`config.mk`:
```
export PLATFORM = sky130hd
export DESIGN_NAME = sync_fifo_param
export DESIGN_NICKNAME = d
export VERILOG_FILES = /design/src/rtl/sync_fifo_param.sv
export SDC_FILE = /design/constraint.sdc
export NUM_CORES = 1
export LEC_CHECK = 0
export ABC_AREA = 1
export BUFFER_PORTS_ARGS = -buffer_cell sky130_fd_sc_hd__buf_4
export CAP_MARGIN = 15
export CORE_ASPECT_RATIO = 0.6
export CORE_MARGIN = 1
export CORE_UTILIZATION = 62
export CTS_CLUSTER_DIAMETER = 30
export DETAILED_ROUTE_END_ITERATION = 6
export PLACE_DENSITY = 0.8
export SYNTH_ARGS = -nofsm -noshare
export SYNTH_HDL_FRONTEND = slang
export SYNTH_SLANG_ARGS = --single-unit
```
`constraint.sdc`:
```
create_clock -name clk -period 5.55 [get_ports clk]
set_input_delay 0 -clock clk [delete_from_list [all_inputs] [get_ports clk]]
set_output_delay 0 -clock clk [all_outputs]
set_load 0.02 [all_outputs]
```
`src/rtl/sync_fifo_param.sv`:
```
// Parametrised single-clock FIFO with occupancy count, almost-full/almost-empty thresholds,
// registered read data with valid strobe, and sticky overflow/underflow flags.
module sync_fifo_param #(
    parameter int unsigned WIDTH    = 8,
    parameter int unsigned DEPTH    = 16,
    parameter int unsigned AF_LEVEL = DEPTH - 4,
    parameter int unsigned AE_LEVEL = 3
) (
    input  logic                       clk,
    input  logic                       rst,
    input  logic                       wr,
    input  logic [WIDTH-1:0]           WRITE_DATA,
    input  logic                       rd,
    input  logic                       ERR_CLR,
    output logic [WIDTH-1:0]           READ_DATA,
    output logic                       RD_VALID,
    output logic                       FULL,
    output logic                       EMPTY,
    output logic                       ALMOST_FULL,
    output logic                       ALMOST_EMPTY,
    output logic [$clog2(DEPTH):0]     COUNT,
    output logic                       OVERFLOW,
    output logic                       UNDERFLOW
);

    localparam int unsigned AW = $clog2(DEPTH);
    localparam int unsigned CW = AW + 1;

    typedef logic [AW-1:0]    ptr_t;
    typedef logic [CW-1:0]    cnt_t;
    typedef logic [WIDTH-1:0] word_t;

    localparam ptr_t PtrOne   = ptr_t'(1);
    localparam cnt_t CntOne   = cnt_t'(1);
    localparam cnt_t DepthCnt = cnt_t'(DEPTH);
    localparam cnt_t AfCnt    = cnt_t'(AF_LEVEL);
    localparam cnt_t AeCnt    = cnt_t'(AE_LEVEL);

    word_t mem [DEPTH];

    ptr_t  wptr_q, wptr_d;
    ptr_t  rptr_q, rptr_d;
    cnt_t  count_q, count_d;
    word_t rdata_q, rdata_d;
    logic  rvalid_q, rvalid_d;
    logic  ovf_q, ovf_d;
    logic  udf_q, udf_d;

    logic  full, empty;
    logic  rd_ok, wr_ok;

    // Status decodes from the registered count only, so flags move with COUNT.
    always_comb begin
        full  = (count_q == DepthCnt);
        empty = (count_q == '0);
        rd_ok = rd & ~empty;
        wr_ok = wr & (~full | rd_ok);
    end

    always_comb begin
        wptr_d   = wptr_q;
        rptr_d   = rptr_q;
        count_d  = count_q;
        rdata_d  = rdata_q;
        rvalid_d = 1'b0;

        if (wr_ok) begin
            wptr_d = wptr_q + PtrOne;
        end
        if (rd_ok) begin
            rptr_d   = rptr_q + PtrOne;
            rdata_d  = mem[rptr_q];
            rvalid_d = 1'b1;
        end

        unique case ({wr_ok, rd_ok})
            2'b10:   count_d = count_q + CntOne;
            2'b01:   count_d = count_q - CntOne;
            default: count_d = count_q;
        endcase

        // A fresh error in the clearing cycle keeps the flag set.
        ovf_d = (wr & ~wr_ok) | (ovf_q & ~ERR_CLR);
        udf_d = (rd & empty)  | (udf_q & ~ERR_CLR);
    end

    always_ff @(posedge clk) begin
        if (rst) begin
            wptr_q   <= '0;
            rptr_q   <= '0;
            count_q  <= '0;
            rdata_q  <= '0;
            rvalid_q <= 1'b0;
            ovf_q    <= 1'b0;
            udf_q    <= 1'b0;
        end else begin
            wptr_q   <= wptr_d;
            rptr_q   <= rptr_d;
            count_q  <= count_d;
            rdata_q  <= rdata_d;
            rvalid_q <= rvalid_d;
            ovf_q    <= ovf_d;
            udf_q    <= udf_d;
        end
    end

    // Storage is intentionally not reset; equal pointers make it logically empty.
    always_ff @(posedge clk) begin
        if (wr_ok && !rst) begin
            mem[wptr_q] <= WRITE_DATA;
        end
    end

    assign READ_DATA    = rdata_q;
    assign RD_VALID     = rvalid_q;
    assign COUNT        = count_q;
    assign FULL         = full;
    assign EMPTY        = empty;
    assign ALMOST_FULL  = (count_q >= AfCnt);
    assign ALMOST_EMPTY = (count_q <= AeCnt);
    assign OVERFLOW     = ovf_q;
    assign UNDERFLOW    = udf_q;

endmodule

```
# Yosys cells after proc, flatten, opt, wreduce, memory -nomap -nowiden
# Memory sizes are Yosys's and may differ from the RTL's. A register that Yosys moved wholly into a read port is not among the register bits.
# Index checks and enable logic that the tools add are counted.
[word_totals]
register_bits = 16
mem_bits_rw = 128
inputBits = 13
out_inout_bits = 20
wordCells = 37
n_memories = 1
[mem_list]
columns = ["memory", "depth", "word_bits", "rd", "rd_clocked_by_memory_dff", "write_ports", "line_no", "text"]
rows = [
  ["mem", 16, 8, 1, 1, 1, "39", "word_t mem [DEPTH];"],
]
[classes]
n_addsub = 4
magnitude_cmp = 2
eq_ne = 3
mux = 4
bitwise_logic = 13
n_reduce_logical = 4
[op_table]
columns = ["op", "count"]
rows = [
  ["5-bit case mux with 2 select lines", 1],
  ["4-bit by 1-bit adder with 4-bit output, second input constant", 2],
  ["1-bit AND", 6],
  ["5-bit by 1-bit adder with 5-bit output, second input constant", 1],
  ["5-bit == test, second input constant", 1],
  ["5-bit by 4-bit >= comparator with 1-bit output, second input constant", 1],
  ["5-bit by 2-bit less-or-equal comparator with 1-bit output, second input constant", 1],
  ["5-bit zero test", 1],
  ["5-bit by 1-bit subtractor with 5-bit output, second input constant", 1],
  ["1-bit NOT", 4],
  ["1-bit two-way mux", 3],
  ["1-bit bitwise OR", 3],
  ["2-bit by 1-bit == test with 1-bit output, second input constant", 1],
  ["2-bit == test, second input constant", 1],
  ["2-bit nonzero test", 1],
  ["1-bit logical AND", 1],
  ["1-bit zero test", 1],
]

# Longest topological paths before layout
[depth]
depth_word = 8
mapped_depth = 15
mapped_depth_nobuf = 15

# Worst setup path before layout
# Ideal clock, no wire load.
[synth_path]
path_kind = "register to register"
from = "register count_q[0], in the netlist COUNT[0]"
to = "register count_q[4], in the netlist COUNT[4]"
setup_time_ns = 0.115
t_arrival_ns = 1.874
required_time_ns = 5.435
setup_slack_ns = 3.561
path_stages_with_launch = 16
n_path_buf = 0
synth_period_minus_slack_ns = 1.989
cell_sequence = "dfxtp_1 nor2_2 nand3_2 nand2_4 inv_2 nand2_1 inv_1 fa_1 nand2_1 nand2_1 a21oi_1 nand2_1 nand2_1 nand3_1 nand2_1 nor2_1"
[synth_via]
elab_chain_cells = 7
elab_cells_between_ends = 13
cone_classes = "2 x add/sub; 3 x eq/ne; 1 x mux; 5 x bitwise; 2 x reduce/logical"
[synth_lines]
columns = ["item", "line_no", "text"]
rows = [
  ["start: declaration", "43", "cnt_t count_q, count_d;"],
  ["start signal: assignment", "99", "count_q <= count_d;"],
  ["5-bit zero test", "55", "empty = (count_q == '0);"],
  ["1-bit NOT", "56", "rd_ok = rd & ~empty;"],
  ["1-bit AND", "56", ""],
  ["1-bit bitwise OR", "57", "wr_ok = wr & (~full | rd_ok);"],
  ["1-bit AND", "57", ""],
  ["2-bit by 1-bit == test with 1-bit output / 2-bit == test (equally long branches)", "76", "unique case ({wr_ok, rd_ok})"],
  ["5-bit case mux with 2 select lines / 2-bit nonzero test (equally long branches)", "-", ""],
]
# Parallel ways exist; a longest one is shown, timed or not.
# A chain may end at the register's enable or synchronous reset.

# Worst setup path after layout
# Same ends and word-level chain as after synthesis.

==> run_results.csv <==
group,metric,value,unit
outcome,status,"complete, but fails checks",
outcome,violations,"design-rule violations",
floorplan,io_pins,33,
power_and_ir_drop,ir_drop,0.400,mV
floorplan,die_w,136,um
synth,synthCells,675,
setup_path,critPathRequiredTime,5860,ps
setup_path,crit_arrival,2850,ps
setup_path,cp_common_cell,"nand2_1",
clocking,path_clk_slew,60,ps
sta,rsz0062_at_grt,"false",
synth,synth_top_cell_area_share,57.5,%
floorplan,coreArea,10200,sq um
sta,fin_skew,7.06,ps
layout,final_util,75.8,%
route,drcViolationCount,2,
route,first_pass_iters,7,
placement,dpl_worst_slack,3110,ps
setup_path,crit_fanout,20,
placement,dp_cells,815,
synth,synth_fp_nets,697,
sta,finalHoldViolCount,0,
synth,yosys-top-cells-count,"nand2_1, edfxtp_1, nand3_1",
synth,synthMuxAreaShare,0,%
clocking,post-cts-setup-buffer-count,0,
route,first_iter_violations,621,
clocking,cts.repair.resized,0,
clocking,cts-root-buf,"clkbuf_16",
synth,synth_flop_cell,"edfxtp_1",
global_route,grt_overflow,0,
floorplan,die_area,11200,sq um
clocking,cts_sinks,152,
route,drt_wl_total,16400,um
synth,synth_edf_count,128,
synth,synth_area_leader_cell,"edfxtp_1",
synth,syn_avg_cell_area,9.90,sq um
floorplan,die_h,82.4,um
job,cap_viol_max_count,0,
synth,synth-seq-cells,152,
synth,yosysUniqueCellTypes,26,
synth,synthMostInstantiatedCell,"nand2_1",
sta,post-route-min-period,2530,ps
global_route,antenna_found_initial,0,
synth,ys_seq_area_share,64.7,%
placement,io_buffers,32,
global_route,grt_pass1_vias,4582,
layout,n_antenna_cell,0,
clocking,clock_latency,420,ps
sta,fmax,395,MHz
clocking,cts_buffers,17,
synth,synth_xor_area_share,0.393,%
layout,layout.nets,735,
power_and_ir_drop,power_density,443,nW/um^2
setup_path,path_class,"flop to flop",
synth,synth.cell_area,6680,sq um
route,viasPerCell,5.72,
synth,synthAdderAreaFrac,1.80,%
global_route,grt_util_all_layers,31.5,%
global_route,grt_first_pass_wirelength,24800,um
setup_path,cp-end-kind,"flop",
layout,fillers,667,
setup_path,cp-start-kind,"flop",
sta,slew_headroom,26.6,%
global_route,grt_start_max_net_pins,68,
layout,area_growth_syn_to_layout,15.2,%
synth,synthTopCellsByArea,"edfxtp_1, nand2_1, nand3_1",
floorplan,rows,28,
route,antenna_left,0,
sta,fin_setup_tns,0,ps
min_path,hp-class,"input pin to flop",
placement,place_congestion,0.894,
clocking,cts_max_level,4,
sta,finalSetupViolCount,0,
layout,drive_above_1_share,10.6,%
setup_path,slowest_delay,470,ps
power_and_ir_drop,p_leak,3.27,nW
synth,synth_top_family_by_area,"simple AND/OR/NAND/NOR gates",
clocking,clock_path_buffers,2,
synth,synthArstFlopShare,0,%
sta,worstMarginPinSlew,1100,ps
setup_path,cp_cell_sequence,"nor2_2 > nand3_2 > nand2_4 > inv_2 > nand2_1 > inv_1 > ha_1 > nand2_1 > nand2_1 > a21oi_1 > nand2_1 > nand2_1 > nand3_1 > nand2_1 > nor2_1",
setup_path,cp_slowest_cell,"dfxtp_1",
sta,post-route-period-util,45.6,%
clocking,cts_tree,"built",
clocking,holdBufCountCts,14,
route,post_drt_wl_per_cell,19.1,um
sta,drv_slew,0,
route,vias,4925,
synth,synthSimpleGateAreaFrac,22.7,%
synth,yosysWarnings,0,
layout,fin_cells,861,
floorplan,start_util,65.8,%
synth,synth_compound_area_share,2.25,%
sta,setup_ws,3020,ps
placement,dpl.hpwl,10100,um
## worst max-delay path, delay by kind of cell (launching register included)
| kind | cells | cell delay [ps] |
|---|---|---|
| DFF | 1 | 470 |
| adders and majority gates | 1 | 300 |
| buffers and inverters | 2 | 520 |
| and+or+nand+nor | 11 | 940 |
| AOI/OAI and AO/OA | 1 | 210 |
## report_power, final
part	internal, mW	total, mW	switching (mW)
Clock	0.800	1.27	0.470
Combinational	0.253	0.797	0.545
Sequential	1.29	1.34	0.0500
Total	2.34	3.41	1.06
## per-stage QoR
stage          total power, mW  hold WS [ps]  instance area, sq um
3_3_place_gp              2.09           267                  6910
6_report                  3.41           471                  7700
3_5_place_dp              2.12           277                  6910
4_1_cts                   3.39           438                  7700
2_1_floorplan             1.91          98.9                  6680
5_1_grt                   3.53           471                  7700
## sequential cells by signal, indices dropped and copies added (netlist names)
name and flops:
COUNT 5, OVERFLOW 1, RD_VALID 1, READ_DATA 8, UNDERFLOW 1, mem 128
rptr_q 4, wptr_q 4
## kinds of logic (layout without fill, tap and decap cells)
group,after synthesis,in the layout
AOI/OAI and AO/OA,28,28
and+or+nand+nor,362,362
xor gates and xnor gates,3,3
DFF,152,152
adders and majority gates,9,9
buffers and inverters,121,172
## worst paths after layout
path            startpoint        end  slack [ps]  cells past startpoint
max               COUNT[0]   COUNT[4]        3020                     15
min          WRITE_DATA[7]  mem[1][7]         470                      2
max reg2reg       COUNT[0]   COUNT[4]        3020                     15
min reg2reg      wptr_q[3]  wptr_q[3]         530                      2
## per-layer routing
metal / track usage [%] / routed length (um)
met5: 0 / 0
met4: 14.8 / 329
met3: 8.61 / 1900
met2: 45.5 / 7080
met1: 44.6 / 7100
## cell type report
class / instances / area [sq um] / area share, %
sequential: 152 / 4330 / 56.2
multi-input combinational: 402 / 1810 / 23.5
clock buffer: 17 / 425 / 5.53
timing repair buffer: 48 / 395 / 5.14
inverter: 92 / 345 / 4.49
clock inverter: 15 / 224 / 2.91
tap: 135 / 169 / 2.19
## cells in the final DEF (no fill, tap or decap), drive strengths merged
| cell type | netlist | routed |
|---|---|---|
| dfxtp | 24 | 24 |
| nand3 | 102 | 102 |
| clkbuf | 6 | 17 |
| nor2 | 65 | 65 |
| ha | 8 | 8 |
| xor2 | 3 | 3 |
| edfxtp | 128 | 128 |
| clkinvlp | 0 | 3 |
| dlygate4sd3 | 0 | 14 |
| o21ai | 17 | 17 |
| buf | 23 | 34 |
| a21oi | 10 | 10 |
| nor3 | 1 | 1 |
| bufinv | 0 | 5 |
| o21bai | 1 | 1 |
| clkinv | 2 | 6 |
| fa | 1 | 1 |
| inv | 90 | 93 |
| nand2 | 194 | 194 |
Power figures use the tool's default switching activity.
